==> src/rtl/router_pkg.sv <==
// Shared constants for the router output-side blocks: default port count,
// default watchdog timeout and width of the per-port timeout event counters.
package router_pkg;
  localparam int ROUTER_DEF_PORTS   = 3;
  localparam int ROUTER_DEF_TIMEOUT = 30;
  localparam int TMO_CNT_W          = 8;
endpackage

==> src/rtl/router_tmo_timer.sv <==
// One output-port stall watchdog: pulses soft_reset for one cycle after TIMEOUT
// consecutive stalled edges. ROUTER_SYNC_TMO_CNT_EN adds a saturating event counter.
module router_tmo_timer
  import router_pkg::*;
#(
  parameter int TIMEOUT = ROUTER_DEF_TIMEOUT
) (
  input  logic                 clock,
  input  logic                 resetn,
  input  logic                 vld,
  input  logic                 read_enb,
`ifdef ROUTER_SYNC_TMO_CNT_EN
  output logic [TMO_CNT_W-1:0] tmo_count,
`endif
  output logic                 soft_reset
);

  localparam int CNT_W = $clog2(TIMEOUT);
  localparam logic [CNT_W-1:0] CNT_LAST = CNT_W'(TIMEOUT - 1);

  logic             stall;
  logic [CNT_W-1:0] cnt_d, cnt_q;
  logic             soft_reset_d, soft_reset_q;

  // Any non-stalled edge drops the count back to zero.
  always_comb begin
    stall        = vld & ~read_enb;
    cnt_d        = '0;
    soft_reset_d = 1'b0;
    if (stall) begin
      if (cnt_q == CNT_LAST) begin
        soft_reset_d = 1'b1;
      end else begin
        cnt_d = cnt_q + 1'b1;
      end
    end
  end

  always_ff @(posedge clock) begin
    if (!resetn) begin
      cnt_q        <= '0;
      soft_reset_q <= 1'b0;
    end else begin
      cnt_q        <= cnt_d;
      soft_reset_q <= soft_reset_d;
    end
  end

  assign soft_reset = soft_reset_q;

`ifdef ROUTER_SYNC_TMO_CNT_EN
  logic [TMO_CNT_W-1:0] tmo_cnt_d, tmo_cnt_q;

  always_comb begin
    tmo_cnt_d = tmo_cnt_q;
    if (soft_reset_d && (tmo_cnt_q != '1)) begin
      tmo_cnt_d = tmo_cnt_q + 1'b1;
    end
  end

  always_ff @(posedge clock) begin
    if (!resetn) begin
      tmo_cnt_q <= '0;
    end else begin
      tmo_cnt_q <= tmo_cnt_d;
    end
  end

  assign tmo_count = tmo_cnt_q;
`endif

endmodule

==> src/rtl/router_sync_n.sv <==
// Synchroniser between router FSM and NUM_PORTS output FIFOs: address latch,
// write steering, full mux, valid flags and per-port stall watchdogs.
// Optional macro ROUTER_SYNC_TMO_CNT_EN exposes per-port timeout event counters.
module router_sync_n
  import router_pkg::*;
#(
  parameter int NUM_PORTS = ROUTER_DEF_PORTS,
  parameter int ADDR_W    = $clog2(NUM_PORTS),
  parameter int TIMEOUT   = ROUTER_DEF_TIMEOUT
) (
  input  logic                           clock,
  input  logic                           resetn,
  input  logic                           detect_add,
  input  logic                           write_enb_reg,
  input  logic [ADDR_W-1:0]              data_in,
  input  logic [NUM_PORTS-1:0]           read_enb,
  input  logic [NUM_PORTS-1:0]           empty,
  input  logic [NUM_PORTS-1:0]           full,
  output logic [NUM_PORTS-1:0]           write_enb,
  output logic [NUM_PORTS-1:0]           vld_out,
  output logic [NUM_PORTS-1:0]           soft_reset,
`ifdef ROUTER_SYNC_TMO_CNT_EN
  output logic [TMO_CNT_W*NUM_PORTS-1:0] tmo_count,
`endif
  output logic                           fifo_full,
  output logic                           addr_err
);

  logic [ADDR_W-1:0] addr_d, addr_q;
  logic              addr_err_d, addr_err_q;

  always_comb begin
    addr_d     = addr_q;
    addr_err_d = addr_err_q;
    if (detect_add) begin
      addr_d     = data_in;
      addr_err_d = (int'(data_in) >= NUM_PORTS);
    end
  end

  always_ff @(posedge clock) begin
    if (!resetn) begin
      addr_q     <= '0;
      addr_err_q <= 1'b0;
    end else begin
      addr_q     <= addr_d;
      addr_err_q <= addr_err_d;
    end
  end

  // An errored packet is written nowhere and never back-pressured, so it drains.
  always_comb begin
    write_enb = '0;
    fifo_full = 1'b0;
    if (resetn && !addr_err_q) begin
      for (int i = 0; i < NUM_PORTS; i++) begin
        if (addr_q == ADDR_W'(i)) begin
          write_enb[i] = write_enb_reg;
          fifo_full    = full[i];
        end
      end
    end
  end

  assign addr_err = addr_err_q;
  assign vld_out  = ~empty;

  for (genvar g = 0; g < NUM_PORTS; g++) begin : g_tmo
    router_tmo_timer #(
      .TIMEOUT (TIMEOUT)
    ) u_tmo (
      .clock      (clock),
      .resetn     (resetn),
      .vld        (vld_out[g]),
      .read_enb   (read_enb[g]),
`ifdef ROUTER_SYNC_TMO_CNT_EN
      .tmo_count  (tmo_count[g*TMO_CNT_W +: TMO_CNT_W]),
`endif
      .soft_reset (soft_reset[g])
    );
  end

endmodule

==> config.mk <==
export PLATFORM = sky130hd
export DESIGN_NAME = router_sync_n
export DESIGN_NICKNAME = d
export VERILOG_FILES = /design/src/rtl/router_pkg.sv /design/src/rtl/router_tmo_timer.sv /design/src/rtl/router_sync_n.sv
export SDC_FILE = /design/constraint.sdc
export NUM_CORES = 1
export LEC_CHECK = 0
export CAP_MARGIN = 20
export CORE_ASPECT_RATIO = 0.7
export CORE_UTILIZATION = 41
export CTS_CLUSTER_DIAMETER = 60
export DETAILED_ROUTE_END_ITERATION = 16
export PLACE_DENSITY = 0.77
export SYNTH_ARGS = -nofsm -noshare
export SYNTH_HDL_FRONTEND = slang
export SYNTH_SLANG_ARGS = --single-unit
==> constraint.sdc <==
create_clock -name clock -period 1.05 [get_ports clock]
set_clock_uncertainty 0.15 [all_clocks]
set_input_delay 0.105 -clock clock [delete_from_list [all_inputs] [get_ports clock]]
set_output_delay 0.105 -clock clock [all_outputs]
set_load 0.005 [all_outputs]
==> After elaboration in Yosys (flattened, before gate mapping) <==
Cells that the tools add are included.
{ "op_classes": {"bitwise": 11, "n_addsub": 3, "n_lt_le_gt_ge": 1, "n_eq_ne": 5, "n_reduce_logical": 9, "mux": 11} }
{ "op_table": {"columns": ["op", "n"], "rows": [
  ["$add 5x1->5 const B", 3],
  ["$eq 5x5->1 const B", 3],
  ["$mux 1", 10],
  ["$reduce_or 3->1", 3],
  ["$not 1->1", 7],
  ["$reduce_and 2->1", 3],
  ["$and 1x1->1", 3],
  ["$mux 3", 1],
  ["$not 3->3", 1],
  ["$eq 2x1->1 const B", 1],
  ["$eq 2x2->1 const B", 1],
  ["$ge 2x2->1 const B", 1],
  ["$logic_not 2->1", 1],
  ["$logic_and 1x1->1", 1],
  ["$logic_not 1->1", 1]
]} }
{ "word_totals": {"inputBits": 15, "regBits": 21, "output_inout_bits": 11} }

==> Logic depth before layout (Yosys ltp) <==
Gate-level depths: netlist of the first run.
{ "logic_depth": {"ltp_word": 5, "depth_mapped": 5, "depth_no_buf": 5} }

==> By module <==
From an unflattened synthesis of the first run, not the netlist that was laid out.
{ "unflattened": {"hier_cells": 90, "area_unflattened_um2": 872.1} }
{ "modules_own_cells": {"columns": ["module", "cells_each", "seq_area_each_um2", "area_each_um2", "instances"], "rows": [
  ["router_tmo_timer", 23, 120.1, 230.2, 3],
  ["router_sync_n", 21, 60.1, 181.4, 1]
]} }

==> Worst setup path before layout of the first run <==
No wires, ideal clock.
{ "synth_timing": {"kind": "reg2reg", "startpoint": "reg g_tmo[2].u_tmo.cnt_q[0]", "endpoint": "reg g_tmo[2].u_tmo.cnt_q[2]", "setup_time_ps": 119, "path_stages_with_launch": 5, "required_ps": 781, "setup_slack_ps": -35, "t_arrival_ps": 816, "period_less_slack_ps": 1085, "n_path_buf": 0, "cell_sequence": "dfxtp_1 -> ha_1 -> nand4_1 -> nand3_1 -> nor2_1"} }
{ "synth_between": {"elab_chain_cells": 2, "word_cells_on_any_way": 3} }
{ "synth_rtl": {"columns": ["item", "line_no", "source"], "rows": [
  ["start, declared", "router_tmo_timer.sv:22", "logic [CNT_W-1:0] cnt_d, cnt_q;"],
  ["start signal, assigned", "router_tmo_timer.sv:44", "cnt_q <= cnt_d;"],
  ["branches (longest 2 deep; another with $add 5x1->5)", null, null]
]} }
Parallel ways; which one is timed is not known.
A chain may end at the register's enable or synchronous reset.

==> Final worst setup path of the first run <==
{ "layout_timing": {"startpoint": "reg addr_err_q, in the netlist addr_err", "endpoint": "out write_enb[1]"} }
{ "layout_between": {"elab_chain_cells": 3} }
{ "layout_rtl": {"columns": ["item", "line_no", "source"], "rows": [
  ["start, declared", "router_sync_n.sv:30", "logic addr_err_d, addr_err_q;"],
  ["start signal, assigned", "router_sync_n.sv:47", "addr_err_q <= addr_err_d;"],
  ["$logic_not 1->1", "router_sync_n.sv:55", "if (resetn && !addr_err_q) begin"],
  ["$logic_and 1x1->1", "router_sync_n.sv:55", null],
  ["$mux 3", "router_sync_n.sv:55", null],
  ["end, declared", "router_sync_n.sv:19", "output logic [NUM_PORTS-1:0] write_enb,"]
]} }
Every way passes these cells.

==> results of run 1 <==
## what timing repair did
item	4_1_cts	5_1_grt
endpoints found under the setup margin	28	23
gates resized for setup	67	4
pin swaps	22	7
setup buffers	4	0
hold buffers	0	0
hold endpoints to repair	0	0
## metrics by stage
step	cell area (µm²)	power, mW
after global routing	1380	1.45
after detailed placement	1240	1.01
after global placement	1240	1.00
after CTS	1370	1.39
final	1380	1.38
after floorplan	936	0.901
## flip-flops by register name, summed over array words and instances, names as in the netlist
name,flops
g_tmo.u_tmo.cnt_q,15
addr_err,1
addr_q,2
g_tmo.u_tmo.soft_reset,3
## cell families (layout without fill, tap and decap cells)
family	after synthesis	count (layout)	share of synthesized area, %
AOI/OAI and AO/OA	2	2	1.37
xor gates and xnor gates	9	9	8.65
adders and majority gates	6	6	8.24
buffers and inverters	13	48	7.97
DFF	21	21	46.2
muxes	3	3	3.30
and+or+nand+nor	46	46	24.3
## routing by layer
| metal | vias to the layer above | GRT usage (%) | share of wire [%] | routed length [µm] |
|---|---|---|---|---|
| met5 | - | 0 | 0 | 0 |
| met1 | 351 | 18.9 | 40 | 778 |
| met3 | 7 | 5.61 | 6.2 | 121 |
| met4 | 0 | 8.57 | 2.1 | 42 |
| met2 | 24 | 32.9 | 52 | 1010 |
| li1 | 388 | - | - | - |
## worst max-delay path: cells and delay by family, from the launching register on
family | cells | cell delay [ns]
buf+inv | 2 | 0.27
flops | 1 | 0.34
simple gates | 2 | 0.32
## cell usage in the layout, fill, tap and decap left out, drive strengths merged, types with 6 or more instances in the layout
cell	n
buf	21
clkdlybuf4s50	11
dfxtp	21
dlygate4sd2	6
ha	6
inv	6
nand3	10
nor2	21
xor2	6
## worst paths after layout
kind | end | slack, ns | from
worst max register to register | g_tmo[0].u_tmo.cnt_q[4] | -0.09 | g_tmo[0].u_tmo.cnt_q[0]
worst min register to register | g_tmo[2].u_tmo.cnt_q[4] | 0.40 | g_tmo[2].u_tmo.cnt_q[4]
worst max-delay path | write_enb[1] | -0.44 | addr_err
worst min-delay path | g_tmo[0].u_tmo.soft_reset | 0.07 | empty[0]
## cell usage after synthesis, drive strengths merged
cell type,instances,share of area [%]
ha,6,8.2
nor2,21,8.7
xor2,6,5.8
xnor2,3,2.9
o21ai,1,0.55
and3b,1,0.96
nand2b,1,0.69
buf,7,5.5
nor3,1,0.55
nand3b,2,1.6
nor2b,2,1.4
nand2,3,1.2
mux2i,3,3.3
inv,6,2.5
nand3,10,5.5
nand4,3,2.1
a21boi,1,0.82
nor3b,2,1.6
dfxtp,21,46
## power breakdown
part           switching, mW  internal, mW
sequential            0.0164         0.803
clock                  0.247         0.142
combinational         0.0621         0.108
total                  0.326          1.05
## layout make-up
type | instances | area [µm²] | area share (%)
clock buffer | 3 | 22.5 | 1.63
tap | 30 | 37.5 | 2.72
inverter | 6 | 22.5 | 1.63
sequential | 21 | 442 | 32.0
clock inverter | 1 | 5.00 | 0.363
multi-input combinational | 66 | 536 | 38.8
timing repair buffer | 38 | 314 | 22.8
==> out/results.txt, run 1 <==
Status: complete, but fails checks
Failing checks: setup timing
Gr ovfl total: 0
Root buffer cell: clkbuf_4
First-pass GRT wire length: 3.28 mm
Row count: 13
Slowest stage cell on the critical path: dfxtp_2
WP data arrival: 1.24 ns
Sequential share of the synthesized area: 46.2%
Post-Layout Cell Count: 165
Startpoint Class: register
Layout Nets: 157
Layout cells sized above 1: 40.7%
DR WL/cell: 11.9 µm
Largest net degree at the start of global routing: 13
Clk slew on worst S/H paths: 0.11 ns
Mapped cell area: 911 µm²
Seq cells post-synth: 21
Max VDD drop: 518 µV
Post-synth cell types: 20
H-tree depth: 1
Buffers from clock root to sink, at most: 2
Placed cells: 157
Routability-driven placement congestion ratio: 0.748
DP Worst Slack: -0.619 ns
HP Class: in2reg
First-pass DRT Iterations: 4
CTS tree: yes
GRT Util Overall: 18.1%
Finished Core Util: 70.1%
Post-DR vias/cell: 4.67
Final hold viol count: 0
Hold Crit Depth: 4
Worst-Margin Slew: 0.198 ns
Pwr dens: 1000 nW/µm²
Setup violators final: 22
First DRT Iteration DRCs: 11
DP Wirelength: 1.36 mm
Crit path max fanout: 2
Area growth syn-to-layout: 51.4%
RSZ-0062 raised after global routing: true
Clock Sinks: 21
Slew headroom: 86.8%
DIE HEIGHT: 41.4 µm
Initial antenna violation count: 0
Mean area per synthesized cell: 9.11 µm²
LEAKAGE: 0.542 nW
FF-to-FF path depth: 4
Syn nets: 121
Die Area: 2420 µm²
Crit-path cells: nand3b_1 > buf_6 > nor3b_2 > buf_2
Max Cap Viol: 0
Vias in the first global route: 774
Number of vias in the routed layout: 770
Drt drc: 0
Setup crit end kind: output port
Initial Util: 46.3%
Period minus WS final: 1.49 ns
Slew Viols, Final: 0
Yosys warnings: 0
Tcrit/Tclk final: 142%
I/O pins: 26
Filler instances: 146
Hold WS: 0.0651 ns
Kind of critical path: reg2out
Max Fclk: 670 MHz
Number of antenna diodes: 0
Data required, critical path: 0.79 ns
Core box area: 1970 µm²
TritonCTS buffer count: 3
Setup TNS: -2.87 ns
ANT nets after route: 0
Total wire length: 1.96 mm
Die X: 58.3 µm
Worst-skew pair later-pin latency: 0.31 ns
Port buffer count: 25
Critical path's largest stage delay: 0.34 ns
Gate Count Post-Synth: 100
Final worst slack: -0.443 ns
Power figures use the tool's default switching activity.
==> run 2, diff against run 1 <==
--- a/constraint.sdc
+++ b/constraint.sdc
@@ -3,3 +3,3 @@
 set_input_delay 0.105 -clock clock [delete_from_list [all_inputs] [get_ports clock]]
 set_output_delay 0.105 -clock clock [all_outputs]
-set_load 0.005 [all_outputs]
+set_load 0.01 [all_outputs]
==> run 2 against run 1 <==
  * The run still ends with setup timing left
  * Design area rose by 0.36%
  * Critical path depth stayed put
  * Count of clock-buffer cells in the layout did not move
  * First-iteration DRC count is 27% higher
  * Clock power down 3%
  * Highest routed layer unchanged
  * Combinational power is 5% higher
  * Hold slack better by 0.0049 ns
  * Core utilization increased by 0.25 points
==> out/results.txt, run 2 (synthesis results as in run 1) <==
TritonCTS buffer count: 3 (unchanged)
Startpoint Class: register (unchanged)
H-tree depth: 1 (unchanged)
Routability-driven placement congestion ratio: 0.702 (was 0.748)
Period minus WS final: 1.57 ns (was 1.49 ns)
# hold bufs at CTS: 0 (unchanged)
Row count: 13 (unchanged)
Number of vias in the routed layout: 757 (was 770)
CP top delay family: simple AND/OR/NAND/NOR gates (was flip-flops)
Die Area: 2420 µm² (unchanged)
Die X: 58.3 µm (unchanged)
Crit path max fanout: 3 (was 2)
Core box area: 1970 µm² (unchanged)
Slowest stage cell on the critical path: dfxtp_2 (unchanged)
Buf/Inv on CP: 2 (unchanged)
RSZ-0062 raised after global routing: true (unchanged)
First-pass GRT wire length: 3.16 mm (was 3.28 mm)
Hold WS: 0.0701 ns (was 0.0651 ns)
DP Worst Slack: -0.709 ns (was -0.619 ns)
First DRT Iteration DRCs: 14 (was 11)
Clock Sinks: 21 (unchanged)
Largest net degree at the start of global routing: 13 (unchanged)
LEAKAGE: 0.535 nW (was 0.542 nW)
Slew Viols, Final: 0 (unchanged)
FF-to-FF path depth: 5 (was 4)
CP endpoint: write_enb[1] (unchanged)
CP startpoint: addr_err (unchanged)
Max FFs per register: 15 (unchanged)
Tcrit/Tclk final: 149% (was 142%)
I/O pins: 26 (unchanged)
Largest reg by FF count: g_tmo.u_tmo.cnt_q (unchanged)
Critical Path Stages: 4 (unchanged)
Clock network fraction of total power: 27.4% (was 28.2%)
Crit-path cells: nand3b_1 > buf_4 > nor3b_2 > buf_2 (was nand3b_1 > buf_6 > nor3b_2 > buf_2)
ANT nets after route: 0 (unchanged)
Area growth syn-to-layout: 51.9% (was 51.4%)
Worst-Margin Slew: 0.211 ns (was 0.198 ns)
RR Endpoint: g_tmo[1].u_tmo.cnt_q[4] (was g_tmo[0].u_tmo.cnt_q[4])
Placed cells: 156 (was 157)
Final worst slack: -0.517 ns (was -0.443 ns)
DIE HEIGHT: 41.4 µm (unchanged)
Layout Nets: 157 (unchanged)
First-pass DRT Iterations: 4 (unchanged)
Vias in the first global route: 733 (was 774)
Root buffer cell: clkbuf_4 (unchanged)
GRT Util Overall: 17.8% (was 18.1%)
Flop pwr share: 59.5% (was 59.4%)
Sw Pwr: 0.322 mW (was 0.326 mW)
Failing checks: setup timing (unchanged)
Max VDD drop: 761 µV (was 518 µV)
FF+latch area: 444 µm² (was 442 µm²)
HP Class: in2reg (unchanged)
Max Cap Viol: 0 (unchanged)
Worst-skew pair later-pin latency: 0.30 ns (was 0.31 ns)
Status: complete, but fails checks (unchanged)
Slew headroom: 85.9% (was 86.8%)
Final instance area: 1380 µm² (about the same)
Placed Area: 1240 µm² (about the same)
Data required, critical path: 0.79 ns (about the same)
Drt drc: 0 (unchanged)
Kind of critical path: reg2out (unchanged)
DR WL/cell: 11.6 µm (was 11.9 µm)
Most frequent cells in the layout: nor2_1 (17), buf_4 (13), dfxtp_1 (12), clkdlybuf4s50_1 (12), buf_2 (8) (was nor2_1 (18), dfxtp_1 (12), clkdlybuf4s50_1 (11), buf_4 (11), buf_2 (7))
Gr ovfl total: 0 (unchanged)
Initial antenna violation count: 0 (unchanged)
Setup violators final: 23 (was 22)
Pwr dens: 994 nW/µm² (was 1000 nW/µm²)
Layout cells sized above 1: 42.2% (was 40.7%)
Port buffer count: 25 (unchanged)
Setup crit end kind: output port (unchanged)
Final hold viol count: 0 (unchanged)
WP data arrival: 1.31 ns (was 1.24 ns)
DP Wirelength: 1.35 mm (was 1.36 mm)
Number of antenna diodes: 0 (unchanged)
Reg2Reg Setup Slack: -0.17 ns (was -0.09 ns)
RR Startpoint: g_tmo[1].u_tmo.cnt_q[1] (was g_tmo[0].u_tmo.cnt_q[0])
Comb pwr share: 13.1% (was 12.4%)
Buffers from clock root to sink, at most: 2 (unchanged)
Footprint of the multi-input gates: 538 µm² (was 536 µm²)
Pint: 1.05 mW (about the same)
Filler instances: 152 (was 146)
Clk slew on worst S/H paths: 0.11 ns (about the same)
Initial Util: 46.3% (unchanged)
Tot Pwr: 1.38 mW (about the same)
Post-Layout Cell Count: 165 (unchanged)
CTS tree: yes (unchanged)
Commonest non-fill, non-tap cell in the layout: nor2_1 (unchanged)
Sw Share: 23.4% (was 23.6%)
Post-DR vias/cell: 4.59 (was 4.67)
Critical path's largest stage delay: 0.34 ns (about the same)
Max Fclk: 638 MHz (was 670 MHz)
Total wire length: 1.91 mm (was 1.96 mm)
[run 2: stage by stage]
step,setup TNS [ns],util (%)
finish,-3.29,70.3
global route,-4.97,70.3
CTS,-2.95,68.8
detailed placement,-7.14,63.2
global placement,-6.41,63.2
floorplan,-0.0585,-
[run 2: how the worst min path moves through the flow]
stage	from	endpoint	slack, ns	depth (start not counted)
4_1_cts	empty[1]	g_tmo[1].u_tmo.soft_reset	0.06	4
6_report	empty[1]	g_tmo[1].u_tmo.soft_reset	0.07	4
3_5_place_dp	g_tmo[0].u_tmo.cnt_q[0]	g_tmo[0].u_tmo.cnt_q[0]	0.28	1
3_3_place_gp	g_tmo[0].u_tmo.cnt_q[0]	g_tmo[0].u_tmo.cnt_q[0]	0.27	1
5_1_grt	empty[1]	g_tmo[1].u_tmo.soft_reset	0.07	4
2_1_floorplan	data_in[0]	addr_err	0.11	2
[run 2: worst min-delay path: stages]
cell and delay [ns]:
dlygate4sd2_1 0.21, nor2_1 0.08, nand2_1 0.06, nor2_1 0.04
[run 2: metal layers]
layer  track usage (%)  up-vias  part of all wire (%)
met1              18.7      344                    40
met5                 0        -                     0
li1                  -      391                     -
met3              5.61        4                   5.2
met2              33.3       18                    54
met4              5.71        0                   1.1
[run 2: area by class of cell]
type                            instances  share of cell area [%]
Multi-Input combinational cell         66                    38.9
Sequential cell                        21                    32.1
Timing Repair Buffer                   38                    22.3
Tap cell                               30                    2.71
Inverter                                6                    1.99
Clock buffer                            3                    1.63
Clock inverter                          1                   0.362
[run 2: what timing repair did]
action	in CTS	in global routing
resized for setup	70	8
setup buffers	4	1
gates cloned	0	0
pin swaps	21	6
setup endpoints to repair	28	23
[run 2: power by group through the flow]
stage	sequential, mW	clock (mW)	combinational [mW]
final	0.819	0.376	0.180
after global routing	0.822	0.427	0.199
after CTS	0.821	0.397	0.177
after detailed placement	0.839	0	0.175
after global placement	0.839	0	0.170
after floorplan	0.840	0	0.0700
